<file path="src/rtl/dual_stream_merge_pkg.sv">
// Shared types for the dual FIFO read-side merger: FSM encoding and source tags.
package merge_pkg;

    typedef enum logic [1:0] {
        ST_IDLE  = 2'd0,
        ST_FETCH = 2'd1,
        ST_HOLD  = 2'd2
    } state_t;

    localparam logic SRC_1 = 1'b0;
    localparam logic SRC_2 = 1'b1;

endpackage

</file>
<file path="src/rtl/rr_arb2.sv">
// Two-requester round-robin arbiter; last_grant moves to the granted index on advance.
module rr_arb2
    import merge_pkg::*;
(
    input  logic       clk_slow,
    input  logic       rst,
    input  logic [1:0] req,
    input  logic       advance,
    output logic [1:0] gnt,
    output logic       last_grant
);

    always_comb begin
        gnt = 2'b00;
        case (req)
            2'b01:   gnt = 2'b01;
            2'b10:   gnt = 2'b10;
            2'b11:   gnt = (last_grant == SRC_2) ? 2'b01 : 2'b10;
            default: gnt = 2'b00;
        endcase
    end

    // Reset to source 2 so that source 1 wins the first contested round.
    always_ff @(posedge clk_slow or posedge rst) begin
        if (rst)
            last_grant <= SRC_2;
        else if (advance)
            last_grant <= gnt[1];
    end

endmodule

</file>
<file path="src/rtl/dual_stream_merge.sv">
// Pops two clk_slow-synchronous FIFOs round-robin and merges them into one
// tagged valid/ready stream with per-source saturating word counters.
//
//   state    | meaning
//   ---------+----------------------------------------------------------
//   ST_IDLE  | output register empty, waiting for a FIFO word
//   ST_FETCH | pop issued last cycle, FIFO data arrives this cycle
//   ST_HOLD  | word presented on m_*, waiting for m_ready
module dual_stream_merge
    import merge_pkg::*;
#(
    parameter int WIDTH = 8,
    parameter int CNT_W = 16
) (
    input  logic             clk_slow,
    input  logic             rst,
    input  logic             empty1,
    input  logic [WIDTH-1:0] dout1,
    output logic             rd_en1,
    input  logic             empty2,
    input  logic [WIDTH-1:0] dout2,
    output logic             rd_en2,
    output logic [WIDTH-1:0] m_data,
    output logic             m_src,
    output logic             m_valid,
    input  logic             m_ready,
    output logic [CNT_W-1:0] cnt1,
    output logic [CNT_W-1:0] cnt2
);

    state_t     state, state_nxt;
    logic [1:0] req;
    logic [1:0] gnt;
    logic       last_grant;
    logic       sel;
    logic       slot_free;
    logic       pop;

    assign req       = {!empty2, !empty1};
    assign slot_free = !m_valid || m_ready;

    // The arbiter records every issued grant, so during FETCH last_grant is
    // exactly the source that was just popped.
    assign sel = last_grant;

    rr_arb2 u_arb (
        .clk_slow   (clk_slow),
        .rst        (rst),
        .req        (req),
        .advance    (pop),
        .gnt        (gnt),
        .last_grant (last_grant)
    );

    always_comb begin
        state_nxt = state;
        pop       = 1'b0;
        case (state)
            ST_IDLE: begin
                if (|req && slot_free) begin
                    pop       = 1'b1;
                    state_nxt = ST_FETCH;
                end
            end
            ST_FETCH: state_nxt = ST_HOLD;
            ST_HOLD: begin
                if (m_ready) begin
                    pop       = |req;
                    state_nxt = (|req) ? ST_FETCH : ST_IDLE;
                end
            end
            default: state_nxt = ST_IDLE;
        endcase
        // State is already IDLE during reset; keep the FIFOs untouched until release.
        if (rst)
            pop = 1'b0;
    end

    assign rd_en1 = pop && gnt[0];
    assign rd_en2 = pop && gnt[1];

    always_ff @(posedge clk_slow or posedge rst) begin
        if (rst)
            state <= ST_IDLE;
        else
            state <= state_nxt;
    end

    always_ff @(posedge clk_slow or posedge rst) begin
        if (rst) begin
            m_data  <= '0;
            m_src   <= SRC_1;
            m_valid <= 1'b0;
            cnt1    <= '0;
            cnt2    <= '0;
        end else begin
            case (state)
                ST_FETCH: begin
                    m_data  <= (sel == SRC_2) ? dout2 : dout1;
                    m_src   <= sel;
                    m_valid <= 1'b1;
                    if (sel == SRC_1 && !(&cnt1))
                        cnt1 <= cnt1 + CNT_W'(1);
                    if (sel == SRC_2 && !(&cnt2))
                        cnt2 <= cnt2 + CNT_W'(1);
                end
                ST_HOLD: begin
                    if (m_ready)
                        m_valid <= 1'b0;
                end
                default: ;
            endcase
        end
    end

endmodule

</file>
<file path="config.mk">
export PLATFORM = sky130hd
export DESIGN_NAME = dual_stream_merge
export DESIGN_NICKNAME = d
export VERILOG_FILES = /design/src/rtl/dual_stream_merge_pkg.sv /design/src/rtl/rr_arb2.sv /design/src/rtl/dual_stream_merge.sv
export SDC_FILE = /design/constraint.sdc
export NUM_CORES = 1
export LEC_CHECK = 0
export ABC_CLOCK_PERIOD_IN_PS = 2550
export BUFFER_PORTS_ARGS = -buffer_cell sky130_fd_sc_hd__buf_4
export CORE_ASPECT_RATIO = 0.8
export CORE_UTILIZATION = 40
export CTS_CLUSTER_DIAMETER = 120
export DETAILED_ROUTE_END_ITERATION = 12
export GPL_ROUTABILITY_DRIVEN = 0
export PLACE_DENSITY_LB_ADDON = 0.12
export SKIP_LAST_GASP = 1
export SYNTH_ARGS = -nofsm -noshare
export SYNTH_HDL_FRONTEND = slang
export SYNTH_SLANG_ARGS = --single-unit
</file>
<file path="constraint.sdc">
create_clock -name clk_slow -period 2.55 [get_ports clk_slow]
set_input_delay 0.3825 -clock clk_slow [delete_from_list [all_inputs] [get_ports clk_slow]]
set_output_delay 0.3825 -clock clk_slow [all_outputs]
set_load 0.1 [all_outputs]
</file>
**After elaboration in Yosys (flattened, before gate mapping)**

Cells that the tools add are included.

- Register bits: 45
- ROM bits: 0
- Bits of input ports: 21
- Logic and storage cells: 50
- Output and inout port bits: 44
- Latch bits: 0
- Memories: 0
- Bits in writable memories: 0

- Muxes and demuxes: 13
- Eq/ne operators: 7
- Reduce and logical (&&, ||, !) cells: 20
- Multipliers: 0
- Add/subtract/negate cells: 2
- Bitwise gates (word level): 1
- Shifts and indexed selects: 0
- Magnitude comparators: 0
- Divide/modulo/power cells: 0

Operator list:

| kind | count |
|---|---|
| $add 16x1->16 const B | 2 |
| $reduce_and 16->1 | 2 |
| $pmux 2 s3 | 2 |
| $mux 8 | 1 |
| $reduce_and 2->1 | 4 |
| $eq 2x2->1 const B | 3 |
| $mux 2 | 3 |
| $logic_and 1x1->1 | 5 |
| $logic_not 1->1 | 5 |
| $mux 1 | 5 |
| $eq 2x1->1 const B | 2 |
| $ne 2x2->1 const B | 2 |
| $pmux 1 s2 | 2 |
| $logic_not 2->1 | 1 |
| $reduce_bool 2->1 | 1 |
| $reduce_or 2->1 | 1 |
| $logic_or 1x1->1 | 1 |
| $not 1->1 | 1 |

**Logic depth before layout (Yosys ltp)**

- Depth after elaboration: 7
- Gate-level depth with buffers: 5
- Mapped depth without buffers: 5

**Modules after synthesis**

Synthesis repeated with hierarchy kept, for this count alone.

- Cell total of the unflattened synthesis: 208
- Area, all modules: 2238.4 um^2

By module, submodules not included:

| module | times used | area an instance (um^2) | cells an instance | seq. area each (um^2) |
|---|---|---|---|---|
| dual_stream_merge | 1 | 2170.8 | 202 | 1101.1 |
| rr_arb2 | 1 | 67.6 | 6 | 26.3 |

**Least setup slack after synthesis**

No wires, ideal clock.

- Kind: flip-flop to flip-flop
- Start point: register m_valid
- End point: register u_arb.last_grant
- Path slack: -1039 ps
- Clock period less this slack: 3589 ps
- Arrival time: 3512 ps
- Required time: 2473 ps
- Stages on the path, launching flop included: 5
- Setup time: 77 ps
- Path buffers: 0
- Cell sequence: dfrtp_1 > nor2_1 > o21ai_0 > nor3_1 > o21ba_2

- Cells in the longest elaborated chain, start to end: 6

Ends and longest elaborated chain:

| item | line | text |
|---|---|---|
| from (decl) | dual_stream_merge.sv:25 | `output logic m_valid,` |
| from (signal assigned) | dual_stream_merge.sv:93 | `m_valid <= 1'b0;` |
| from (signal assigned) | dual_stream_merge.sv:101 | `m_valid <= 1'b1;` |
| from (signal assigned) | dual_stream_merge.sv:109 | `m_valid <= 1'b0;` |
| $logic_not 1->1 | dual_stream_merge.sv:40 | `assign slot_free = !m_valid \|\| m_ready;` |
| $logic_or 1x1->1 | dual_stream_merge.sv:40 |  |
| $logic_and 1x1->1 | dual_stream_merge.sv:60 | `if (\|req && slot_free) begin` |
| $mux 1 | dual_stream_merge.sv:60 |  |
| $pmux 1 s2 | dual_stream_merge.sv:58 | `case (state)` |
| $mux 1 | dual_stream_merge.sv:75 | `if (rst)` |
| to (signal assigned) | rr_arb2.sv:28 | `last_grant <= gnt[1];` |
| to (decl) | rr_arb2.sv:10 | `output logic last_grant` |

No other way between the ends.
A chain may end at the register's enable or synchronous reset.

**Final worst setup path**

- Start point: register u_arb.last_grant
- End point: output port rd_en1

- Cells in the longest elaborated chain, start to end: 3

Ends and longest elaborated chain:

| item | line | text |
|---|---|---|
| $mux 2 | rr_arb2.sv:18 | `2'b11: gnt = (last_grant == SRC_2) ? 2'b01 : 2'b10;` |
| $pmux 2 s3 | rr_arb2.sv:15 | `case (req)` |
| $logic_and 1x1->1 | dual_stream_merge.sv:79 | `assign rd_en1 = pop && gnt[0];` |
| to (decl) | dual_stream_merge.sv:19 | `output logic rd_en1,` |

No other way between the ends.

==> impl_metrics.csv <==
group,metric,value,unit
global_routing,grt_pass1_wl,8.148,mm
floorplanning,coreArea,0.005180,sq mm
timing,tns,0,ns
pwr,p_switching,1.861,mW
cells_and_area,antenna_cells,0,
cells_and_area,nNetsFinal,301,
floorplanning,die_h,68.63,um
worst_setup_path,crit_arrival,1.78,ns
clock_tree,htreeDepth,2,
clock_tree,cts_tree,"done",
synth,yosys_warnings,0,
clock_tree,cts-resized-gates,0,
timing,hold_violations,0,
worst_setup_path,path_class,"flip-flop to primary output",
clock_tree,cts_hold_buf,0,
global_routing,track_usage,18.25,%
floorplanning,initial_core_util,42.85,%
floorplanning,pin_count,65,
synth,synth_seq_cells,45,
timing,worstMarginPinSlew,0.6560,ns
synth,ys_types,40,
drt,wl,4.935,mm
floorplanning,placement_rows,23,
floorplanning,dieArea,0.005853,sq mm
timing,setup_viol,0,
global_routing,antenna_found_initial,0,
cells_and_area,stdcell_count,341,
cells_and_area,seq_area,0.001127,sq mm
hold_path,hp-class,"primary input to async pin",
pwr,fin_total_pwr,3.490,mW
cells_and_area,multi_input_area,0.001069,sq mm
timing,drv_slew,0,
clock_tree,cts_root_buf,"clkbuf_8",
place,io_buffer_count,64,
drt,vias_per_cell,5.337,
floorplanning,die_w,85.29,um
worst_setup_path,critPathCaptureType,"primary output",
clock_tree,clk_pin_slew,0.08,ns
synth,ys_seq_area_share,50.79,%
clock_tree,clk-insertion-delay-late,0.29,ns
pwr,p_int,1.630,mW
synth,syn_avg_cell_area,10.67,sq um
cells_and_area,fillers,453,
drt,met3_length,263,um
timing,worst_slack,0.3828,ns
drt,drt-pass1-iter-count,4,
synth,synth_area,0.002220,sq mm
drt,detail-route-antenna-nets,0,
timing,max_slew_margin,55.90,%
cells_and_area,area_growth,31.34,%
synth,synth_edf_count,0,
worst_setup_path,worstPathRequired,2.17,ns
clock_tree,post_cts_buffers,0,
run_status,status,"complete, no violations",
timing,fin_crit_sh,84.99,%
worst_setup_path,cp_max_fo,12,
place,dp_slack,0.6939,ns
place,dp_hpwl,3.682,mm
clock_tree,cts.sinks,45,
drt,drc,0,
synth,syn_nets,231,
timing,fmax,461.4,MHz
timing,hold_ws,0.1495,ns
worst_setup_path,cp-start-kind,"flip-flop",
place,dp.cells,333,
synth,synthArstFlopShare,100.0,%
synth,synth_ff_type,"dfrtp_1",
drt,wl_met1,2.411,mm
timing,post-route-min-period,2.167,ns
global_routing,grt_max_degree,24,
drt,wl_per_cell,14.47,um
drt,vias,1820,
run,max_cap_viol_count,0,
global_routing,grt_overflow,0,
pwr,vdd_ir_drop_max,0.8587,mV
pwr,p_comb_share,53.0,%
timing,fin_skew,0.003375,ns
drt,highest_layer,"met4",
synth,synthCells,208,
pwr,seqPwrFrac,31.2,%
global_routing,grt_pass1_vias,1727,
clock_tree,cts_made_buffers,5,
timing,rsz0062_at_grt,"false",
drt,dr_wl_met2,2.183,mm
pwr,leakage,1.411,nW
cells_and_area,drive_gt1_share,30.47,%
pwr,clockPowerShare,15.8,%
pwr,cellPowerDensity,1197,mW/mm^2
pwr,sw_frac_of_total,53.31,%
clock_tree,clock_path_buffers,2,
drt,drt-initial-drc-count,56,
[registers in the layout, indices dropped and copies added (netlist names)]
| register | count |
|---|---|
| cnt1 | 16 |
| m_src | 1 |
| u_arb.last_grant | 1 |
| cnt2 | 16 |
| state | 2 |
| m_data | 8 |
| m_valid | 1 |
[cell type report]
class	instances	area share, %
Tap cell	62	2.661
Multi-Input combinational cell	154	36.65
Inverter	4	0.5150
Sequential cell	45	38.67
Timing Repair Buffer	68	17.51
Clock inverter	1	1.030
Clock buffer	7	2.961
[power by group through the flow]
stage / sequential [mW] / combinational, mW / clock [mW]
after global placement: 1.10 / 1.85 / 0
after global routing: 1.12 / 1.94 / 0.595
final: 1.09 / 1.85 / 0.550
after detailed placement: 1.11 / 1.86 / 0
after CTS: 1.09 / 1.86 / 0.568
after floorplan: 2.12 / 0.423 / 0
[synthesized netlist by cell type (2+ instances only)]
| library cell | instances | share of area (%) |
|---|---|---|
| a21oi_1 | 10 | 2.3 |
| a31oi_1 | 2 | 0.56 |
| and2_1 | 3 | 0.85 |
| and3_1 | 5 | 1.4 |
| and4_1 | 6 | 2.4 |
| and4bb_1 | 2 | 1.1 |
| clkbuf_1 | 3 | 0.51 |
| dfrtp_1 | 44 | 50 |
| ha_1 | 2 | 1.1 |
| inv_1 | 4 | 0.68 |
| mux2_1 | 4 | 2.0 |
| mux2i_1 | 8 | 3.6 |
| nand2_1 | 23 | 3.9 |
| nand2b_1 | 3 | 0.85 |
| nand3_1 | 11 | 2.5 |
| nand3b_1 | 2 | 0.68 |
| nand4_1 | 6 | 1.7 |
| nand4b_1 | 2 | 0.79 |
| nand4bb_1 | 2 | 1.0 |
| nor2_1 | 10 | 1.7 |
| nor2b_1 | 2 | 0.56 |
| nor3_1 | 5 | 1.1 |
| nor3_2 | 2 | 0.90 |
| nor4_2 | 2 | 1.1 |
| nor4b_1 | 2 | 0.79 |
| o21ai_0 | 10 | 2.3 |
| xnor2_1 | 14 | 5.5 |
| xor2_1 | 7 | 2.8 |
[critical path: stages (launching register included)]
cell     delay (ns)
dfstp_2        0.64
buf_4          0.26
a21oi_1        0.14
nor3_4         0.14
buf_4          0.31
[cell families (layout without fill, tap and decap cells)]
group | Yosys count | count (layout) | share of synthesized area [%]
AOI/OAI and AO/OA | 25 | 25 | 6.370
adders and majority gates | 2 | 2 | 1.127
DFF | 45 | 45 | 50.79
buffers and inverters | 9 | 80 | 1.578
xor gates and xnor gates | 21 | 21 | 8.287
muxes | 13 | 13 | 6.144
and+or+nand+nor | 93 | 93 | 25.70
[layer usage]
layer,global-route usage [%],vias up
li1,-,887
met1,25.41,867
met2,27.72,59
met3,4.405,7
met4,7.292,0
met5,0,-
[cells in the final DEF, fill, tap and decap left out, types with 3 or more instances in the layout]
| master | n |
|---|---|
| nand3_1 | 11 |
| xnor2_1 | 14 |
| mux2_1 | 4 |
| clkbuf_8 | 6 |
| nand4_1 | 6 |
| nor2_1 | 10 |
| nand2b_1 | 3 |
| nand2_1 | 23 |
| buf_4 | 68 |
| dfrtp_1 | 44 |
| mux2i_1 | 8 |
| and2_1 | 3 |
| inv_1 | 3 |
| o21ai_0 | 10 |
| and3_1 | 5 |
| nor3_1 | 4 |
| and4_1 | 6 |
| a21oi_1 | 10 |
| xor2_1 | 7 |
[final timing paths]
| path | to | startpoint | slack [ns] | cells past startpoint |
|---|---|---|---|---|
| worst min-delay path | m_data[7]$_DFFE_PP0P_ | rst | 0.15 | 3 |
| worst max register to register | cnt1[14]$_DFFE_PP0P_ | cnt1[0]$_DFFE_PP0P_ | 0.70 | 5 |
| worst min register to register | m_data[0]$_DFFE_PP0P_ | m_data[0]$_DFFE_PP0P_ | 0.49 | 2 |
| min in group clk_slow | state[1]$_DFFE_PP0P_ | m_ready | 0.30 | 2 |
| max in group asynchronous | u_arb.last_grant$_DFFE_PP1P_ | rst | 2.13 | 3 |
| worst max-delay path | rd_en1 | u_arb.last_grant$_DFFE_PP1P_ | 0.38 | 4 |
[through the flow]
step                      instance area (sq um)  util, %
after global placement                     2799    54.03
final                                      2915    56.28
after CTS                                  2915    56.28
after floorplan                            2231        -
after global routing                       2915    56.28
after detailed placement                   2799    54.03
Note: power is estimated with default switching activity, not from simulation.
